==> src/rtl/pong_game_engine.sv <==
// pong_game_engine: complete two-player pong game state.
// Owns both pad controllers, ball motion with wall and pad collisions,
// per-player scoring and the IDLE/SERVE/PLAY/POINT/OVER game FSM.
// Everything except the POINT resolution advances only on timing_tick.
// Optional build macro: PONG_AI_PLAYER_2_EN -- when defined, the right pad
// tracks the ball automatically and up_2/down_2 are ignored.
// Parameter constraint: WIN_SCORE < 2**SCORE_W.
module pong_game_engine #(
  parameter int SCREEN_W    = 1024,
  parameter int SCREEN_H    = 768,
  parameter int BALL_SIZE   = 16,
  parameter int PAD_W       = 16,
  parameter int PAD_H       = 96,
  parameter int PAD_X_LEFT  = 32,
  parameter int PAD_X_RIGHT = 976,
  parameter int BALL_SPEED  = 4,
  parameter int PAD_SPEED   = 8,
  parameter int SERVE_DELAY = 60,
  parameter int WIN_SCORE   = 7,
  parameter int SCORE_W     = 4
) (
  input  logic               clk,
  input  logic               rst,
  input  logic               timing_tick,
  input  logic               start,
  input  logic               up_1,
  input  logic               down_1,
  input  logic               up_2,
  input  logic               down_2,
  output logic [10:0]        x_ball,
  output logic [9:0]         y_ball,
  output logic [9:0]         y_player_1,
  output logic [9:0]         y_player_2,
  output logic [SCORE_W-1:0] score_1,
  output logic [SCORE_W-1:0] score_2,
  output logic [2:0]         game_state,
  output logic [1:0]         winner
);

  typedef enum logic [2:0] {
    ST_IDLE  = 3'd0,
    ST_SERVE = 3'd1,
    ST_PLAY  = 3'd2,
    ST_POINT = 3'd3,
    ST_OVER  = 3'd4
  } state_t;

  // Signed working type for ball arithmetic so that moves past the top
  // wall show up as negative values instead of wrapping.
  typedef logic signed [12:0] coord_t;

  localparam int CNT_W = (SERVE_DELAY > 1) ? $clog2(SERVE_DELAY) : 1;

  localparam logic [10:0] X_CENTRE    = 11'((SCREEN_W - BALL_SIZE) / 2);
  localparam logic [9:0]  Y_CENTRE    = 10'((SCREEN_H - BALL_SIZE) / 2);
  localparam logic [9:0]  PAD_Y_RESET = 10'((SCREEN_H - PAD_H) / 2);
  localparam logic [10:0] PAD_Y_MAX   = 11'(SCREEN_H - PAD_H);
  localparam logic [10:0] PAD_STEP    = 11'(PAD_SPEED);

  localparam coord_t BALL_STEP    = coord_t'(BALL_SPEED);
  localparam coord_t BALL_SZ      = coord_t'(BALL_SIZE);
  localparam coord_t PAD_HT       = coord_t'(PAD_H);
  localparam coord_t BALL_Y_MAX   = coord_t'(SCREEN_H - BALL_SIZE);
  localparam coord_t LEFT_FACE    = coord_t'(PAD_X_LEFT + PAD_W);
  localparam coord_t RIGHT_FACE   = coord_t'(PAD_X_RIGHT);
  localparam coord_t RIGHT_STOP   = coord_t'(PAD_X_RIGHT - BALL_SIZE);
  localparam coord_t MISS_X_RIGHT = coord_t'(SCREEN_W - BALL_SIZE - BALL_SPEED);

  localparam logic [SCORE_W-1:0] SCORE_WIN = SCORE_W'(WIN_SCORE);
  localparam logic [SCORE_W-1:0] SCORE_MAX = {SCORE_W{1'b1}};

  state_t             state_q, state_d;
  logic [10:0]        x_q, x_d;
  logic [9:0]         y_q, y_d;
  logic               dx_q, dx_d;        // 1: moving toward P2 (right)
  logic               dy_q, dy_d;        // 1: moving down
  logic [9:0]         pad_1_q, pad_1_d;
  logic [9:0]         pad_2_q, pad_2_d;
  logic [SCORE_W-1:0] score_1_q, score_1_d;
  logic [SCORE_W-1:0] score_2_q, score_2_d;
  logic [1:0]         winner_q, winner_d;
  logic [CNT_W-1:0]   cnt_q, cnt_d;
  logic               scorer_p2_q, scorer_p2_d;  // 1: P2 won the rally

  logic               up_2_eff, down_2_eff;
  coord_t             x_s, y_s, nx, ny, pad_1_s, pad_2_s;
  logic               overlap_1, overlap_2, hit_left, hit_right;
  logic [SCORE_W-1:0] score_1_inc, score_2_inc;

  // One pad step: signed-free 11-bit arithmetic, clamped to the playfield.
  function automatic logic [9:0] pad_step(input logic [9:0] y,
                                          input logic       up,
                                          input logic       down);
    logic [10:0] y_ext;
    y_ext    = {1'b0, y};
    pad_step = y;
    if (up && !down) begin
      if (y_ext < PAD_STEP) pad_step = '0;
      else                  pad_step = 10'(y_ext - PAD_STEP);
    end else if (down && !up) begin
      if (y_ext + PAD_STEP > PAD_Y_MAX) pad_step = 10'(PAD_Y_MAX);
      else                              pad_step = 10'(y_ext + PAD_STEP);
    end
  endfunction

  function automatic logic [SCORE_W-1:0] sat_inc(input logic [SCORE_W-1:0] s);
    sat_inc = (s == SCORE_MAX) ? s : s + 1'b1;
  endfunction

`ifdef PONG_AI_PLAYER_2_EN
  logic [11:0] pad_2_centre, ball_centre;
  logic        manual_2_unused;

  // AI pad: chase the ball centre, with a PAD_SPEED dead band to avoid jitter.
  always_comb begin
    pad_2_centre    = 12'(pad_2_q) + 12'(PAD_H / 2);
    ball_centre     = 12'(y_q) + 12'(BALL_SIZE / 2);
    up_2_eff        = pad_2_centre > ball_centre + 12'(PAD_SPEED);
    down_2_eff      = pad_2_centre + 12'(PAD_SPEED) < ball_centre;
    manual_2_unused = up_2 ^ down_2;
  end
`else
  // Manual right pad straight from the player 2 controls.
  always_comb begin
    up_2_eff   = up_2;
    down_2_eff = down_2;
  end
`endif

  // Candidate ball move and collision predicates, all from current state.
  always_comb begin
    x_s       = coord_t'({2'b00, x_q});
    y_s       = coord_t'({3'b000, y_q});
    pad_1_s   = coord_t'({3'b000, pad_1_q});
    pad_2_s   = coord_t'({3'b000, pad_2_q});
    nx        = dx_q ? x_s + BALL_STEP : x_s - BALL_STEP;
    ny        = dy_q ? y_s + BALL_STEP : y_s - BALL_STEP;
    overlap_1 = (y_s + BALL_SZ > pad_1_s) && (y_s < pad_1_s + PAD_HT);
    overlap_2 = (y_s + BALL_SZ > pad_2_s) && (y_s < pad_2_s + PAD_HT);
    hit_left  = !dx_q && (x_s >= LEFT_FACE) && (nx <= LEFT_FACE) && overlap_1;
    hit_right = dx_q && (x_s + BALL_SZ <= RIGHT_FACE) &&
                (nx + BALL_SZ >= RIGHT_FACE) && overlap_2;
    score_1_inc = sat_inc(score_1_q);
    score_2_inc = sat_inc(score_2_q);
  end

  // Next-state logic for the FSM, ball, pads and scores.
  always_comb begin
    // NOTE: every _d gets its hold value first so no path leaves one
    // unassigned, which would otherwise infer a latch.
    state_d     = state_q;
    x_d         = x_q;
    y_d         = y_q;
    dx_d        = dx_q;
    dy_d        = dy_q;
    pad_1_d     = pad_1_q;
    pad_2_d     = pad_2_q;
    score_1_d   = score_1_q;
    score_2_d   = score_2_q;
    winner_d    = winner_q;
    cnt_d       = cnt_q;
    scorer_p2_d = scorer_p2_q;

    if (timing_tick && (state_q != ST_OVER)) begin
      pad_1_d = pad_step(pad_1_q, up_1, down_1);
      pad_2_d = pad_step(pad_2_q, up_2_eff, down_2_eff);
    end

    case (state_q)
      ST_IDLE: begin
        x_d = X_CENTRE;
        y_d = Y_CENTRE;
        if (timing_tick && start) begin
          state_d = ST_SERVE;
          cnt_d   = '0;
        end
      end

      ST_SERVE: begin
        x_d = X_CENTRE;
        y_d = Y_CENTRE;
        if (timing_tick) begin
          if (cnt_q == CNT_W'(SERVE_DELAY - 1)) state_d = ST_PLAY;
          else                                  cnt_d   = cnt_q + 1'b1;
        end
      end

      ST_PLAY: begin
        if (timing_tick) begin
          if (!dx_q && (x_s < BALL_STEP)) begin
            state_d     = ST_POINT;
            scorer_p2_d = 1'b1;
          end else if (dx_q && (x_s > MISS_X_RIGHT)) begin
            state_d     = ST_POINT;
            scorer_p2_d = 1'b0;
          end else begin
            // Vertical axis: walls.
            if (ny < 0) begin
              y_d  = '0;
              dy_d = 1'b1;
            end else if (ny > BALL_Y_MAX) begin
              y_d  = 10'(BALL_Y_MAX);
              dy_d = 1'b0;
            end else begin
              y_d = 10'(ny);
            end
            // Horizontal axis: pads, independent of the wall decision.
            if (hit_left) begin
              x_d  = 11'(LEFT_FACE);
              dx_d = 1'b1;
            end else if (hit_right) begin
              x_d  = 11'(RIGHT_STOP);
              dx_d = 1'b0;
            end else begin
              x_d = 11'(nx);
            end
          end
        end
      end

      // Resolves in a single clk without waiting for a tick.
      ST_POINT: begin
        if (scorer_p2_q) begin
          score_2_d = score_2_inc;
          if (score_2_inc == SCORE_WIN) begin
            state_d  = ST_OVER;
            winner_d = 2'd2;
          end else begin
            state_d = ST_SERVE;
            x_d     = X_CENTRE;
            y_d     = Y_CENTRE;
            dx_d    = 1'b0;          // serve toward P1, who conceded
            cnt_d   = '0;
          end
        end else begin
          score_1_d = score_1_inc;
          if (score_1_inc == SCORE_WIN) begin
            state_d  = ST_OVER;
            winner_d = 2'd1;
          end else begin
            state_d = ST_SERVE;
            x_d     = X_CENTRE;
            y_d     = Y_CENTRE;
            dx_d    = 1'b1;          // serve toward P2, who conceded
            cnt_d   = '0;
          end
        end
      end

      ST_OVER: begin
        if (timing_tick && start) begin
          state_d   = ST_SERVE;
          score_1_d = '0;
          score_2_d = '0;
          winner_d  = 2'd0;
          x_d       = X_CENTRE;
          y_d       = Y_CENTRE;
          dx_d      = 1'b1;
          cnt_d     = '0;
        end
      end

      default: state_d = ST_IDLE;
    endcase
  end

  // State register with synchronous reset.
  always_ff @(posedge clk) begin
    // NOTE: sequential state uses non-blocking assignments so every register
    // samples the pre-edge values regardless of statement order.
    if (rst) begin
      state_q     <= ST_IDLE;
      x_q         <= X_CENTRE;
      y_q         <= Y_CENTRE;
      dx_q        <= 1'b1;
      dy_q        <= 1'b1;
      pad_1_q     <= PAD_Y_RESET;
      pad_2_q     <= PAD_Y_RESET;
      score_1_q   <= '0;
      score_2_q   <= '0;
      winner_q    <= 2'd0;
      cnt_q       <= '0;
      scorer_p2_q <= 1'b0;
    end else begin
      state_q     <= state_d;
      x_q         <= x_d;
      y_q         <= y_d;
      dx_q        <= dx_d;
      dy_q        <= dy_d;
      pad_1_q     <= pad_1_d;
      pad_2_q     <= pad_2_d;
      score_1_q   <= score_1_d;
      score_2_q   <= score_2_d;
      winner_q    <= winner_d;
      cnt_q       <= cnt_d;
      scorer_p2_q <= scorer_p2_d;
    end
  end

  assign x_ball     = x_q;
  assign y_ball     = y_q;
  assign y_player_1 = pad_1_q;
  assign y_player_2 = pad_2_q;
  assign score_1    = score_1_q;
  assign score_2    = score_2_q;
  assign game_state = state_q;
  assign winner     = winner_q;

endmodule

==> config.mk <==
export PLATFORM = sky130hd
export DESIGN_NAME = pong_game_engine
export DESIGN_NICKNAME = d
export VERILOG_FILES = /design/src/rtl/pong_game_engine.sv
export SDC_FILE = /design/constraint.sdc
export NUM_CORES = 1
export LEC_CHECK = 0
export ABC_AREA = 1
export CAP_MARGIN = 20
export CORE_MARGIN = 2
export CORE_UTILIZATION = 50
export DETAILED_ROUTE_END_ITERATION = 8
export PLACE_DENSITY = 0.72
export SKIP_LAST_GASP = 1
export SLEW_MARGIN = 20
export SYNTH_ARGS = -nofsm -noshare
export SYNTH_HDL_FRONTEND = slang
export SYNTH_SLANG_ARGS = --single-unit
==> constraint.sdc <==
create_clock -name clk -period 2.61 [get_ports clk]
set_input_delay 0.261 -clock clk [delete_from_list [all_inputs] [get_ports clk]]
set_output_delay 0.261 -clock clk [all_outputs]
set_load 0.01 [all_outputs]
==> results.json <==
{
  "worstSkewPairLatency_ps": 320,
  "clockBufferDepth": 2,
  "synth_area_per_cell_um2": 6.30,
  "drtPass1Iterations": 7,
  "cts_sinks": 53,
  "hold_ws_ps": 476,
  "n_antenna_cell": 0,
  "wl_per_cell_um": 14.2,
  "io_pins": 62,
  "setup_viol": 0,
  "synth-seq-area-share_pct": 19.9,
  "path_class": "flip-flop to flip-flop",
  "chipWidth_um": 107,
  "slew_viol_final": 0,
  "max_freq_mhz": 411,
  "drc": 0,
  "routed_wl_um": 15000,
  "std_cell_rows": 37,
  "overflow": 0,
  "fin_crit_ps": 2430,
  "numCtsBuffers": 5,
  "numPortBuffers": 51,
  "yosys.area.top_type": "dfxtp_1",
  "fin_ws_ps": 178,
  "crit_arrival_ps": 2690,
  "start_kind": "flip-flop",
  "grt_max_degree": 29,
  "synth_edf_count": 0,
  "antenna_found_initial": 0,
  "end_kind": "flip-flop",
  "drt-initial-drc-count": 322,
  "grt_pass1_vias": 5231,
  "areaGrowthSynthToFinish_pct": 17.4,
  "synthFlopType": "dfxtp_1",
  "yosysTopAreaCellShare_pct": 19.9,
  "place_congestion": 0.980,
  "drtAntennaViolNets": 0,
  "initial_utilization_pct": 51.5,
  "grt_pass1_wl_um": 25100,
  "synthCells": 844,
  "synth_area_leaders": "dfxtp_1 20%, nand2_1 15%, ha_1 11%",
  "ys_seq_elements": 53,
  "final_common_cell": "nand2_1",
  "peakVddDrop_mv": 0.445,
  "hold_viol_final": 0,
  "cts_tree": "built",
  "power_density_nw_per_um2": 651,
  "setup_tns_ps": 0,
  "final_cell_mix": "206 x nand2_1, 95 x inv_1, 78 x nor2_1",
  "worst_clock_skew_ps": 15.3,
  "critPathMaxFanout": 5,
  "cp.required_ps": 2870,
  "hold_class": "flip-flop to flip-flop",
  "yosysWarnings": 0,
  "regToRegSetupSlack_ps": 180,
  "num_vias": 5741,
  "hpwl_um": 11700,
  "final_nets": 970,
  "final_layout_size_suffix_gt1_share_pct": 11.8,
  "core-area_um2": 10300,
  "synthDistinctLibCells": 44,
  "root_buffer": "clkbuf_8",
  "max_cap_violations": 0,
  "synth-async-reset-ratio_pct": 0,
  "nFillCells": 995,
  "cts.clk_slew.worst_paths_ps": 120,
  "period_share_pct": 93.2,
  "status": "finished, final reports clean",
  "post-place-ws_ps": 25.3,
  "cts-htree-levels": 2,
  "fin_total_pwr_mw": 4.07,
  "p_leak_nw": 3.07,
  "synth_area_um2": 5320,
  "die_y_um": 107,
  "via_per_inst": 5.46,
  "rsz0062_at_grt": "false",
  "grt_usage_pct": 26.5,
  "die_area_um2": 11500
}
logic make-up (layout without fill, tap and decap cells):
| kind of cell | count (synthesis) | count (layout) | share of synthesized area (%) |
|---|---|---|---|
| AO/OA/AOI/OAI | 148 | 148 | 15.9 |
| XOR/XNOR | 34 | 34 | 5.60 |
| adder cells (fa/ha/maj) | 47 | 47 | 11.1 |
| flip-flops | 53 | 53 | 19.9 |
| buffers and inverters | 130 | 193 | 10.7 |
| other | 1 | 10 | 0.0705 |
| AND/OR/NAND/NOR | 431 | 431 | 36.8 |
area by class of cell:
cell class	instances	area, um2	share of cell area (%)
multi-input combinational	670	3760	60.2
sequential	53	1080	17.3
timing repair buffer	84	758	12.1
inverter	101	379	6.07
tap	136	170	2.72
clock buffer	5	68.8	1.10
clock inverter	3	28.8	0.461
state kept, by name, summed over array words and instances, names as in the netlist:
register     flops
y_ball           8
scorer_p2_q      1
dy_q             1
winner           2
score_2          4
x_ball           9
y_player_2       7
score_1          4
game_state       3
cnt_q            6
y_player_1       7
dx_q             1
Yosys cell counts (all sizes together) (4+ instances only):
master / n
nand2: 219
inv: 101
nor2: 94
nand3: 69
o21ai: 63
a21oi: 62
dfxtp: 53
ha: 47
xor2: 31
nor3: 23
buf: 21
nand4: 17
o211ai: 9
clkbuf: 8
a31oi: 5
or2: 4
power by group:
group,internal [mW],total [mW],switching [mW]
clock,0.202,0.530,0.328
combinational,0.958,2.48,1.52
sequential,0.902,1.06,0.154
total,2.06,4.07,2.01
per-stage QoR:
step	instances	utilization, %	instance area (um2)
final	1052	60.5	6250
after detailed placement	1041	58.8	6070
after CTS	1049	59.8	6170
after global placement	1041	58.8	6070
after floorplan	853	-	5350
after global routing	1052	60.5	6250
worst max-delay path, cell delays in order (launching register included):
cell and delay [ps]:
dfxtp_1 330, inv_1 180, ha_1 210, nand2_1 80, o21ai_0 190, xor2_1 310
inv_1 100, nand3_1 90, nor2_1 50, o21ai_2 220, nand2_1 100, o21ai_0 260
o21ai_0 170, nand2_1 80
path summary, 6_finish.rpt:
check,from,end,depth (start not counted)
worst max-delay path,y_ball[2],y_ball[3],13
worst max register to register,y_ball[2],y_ball[3],13
worst min register to register,winner[1],winner[1],2
worst min-delay path,winner[1],winner[1],2
layer usage:
metal | up-vias | global-route usage (%) | share of wire, %
met3 | 11 | 3.40 | 8.1
met2 | 233 | 40.8 | 43
met5 | - | 0 | 0
li1 | 2907 | - | -
met1 | 2590 | 39.5 | 48
met4 | 0 | 5.01 | 0.97
timing repair:
action                     4_1_cts  5_1_grt
hold buffers                     0        0
setup endpoints to repair        0        8
gates resized for setup          0       21
buffers inserted                 0        3
No activity file was read; power rests on OpenSTA's default activity.
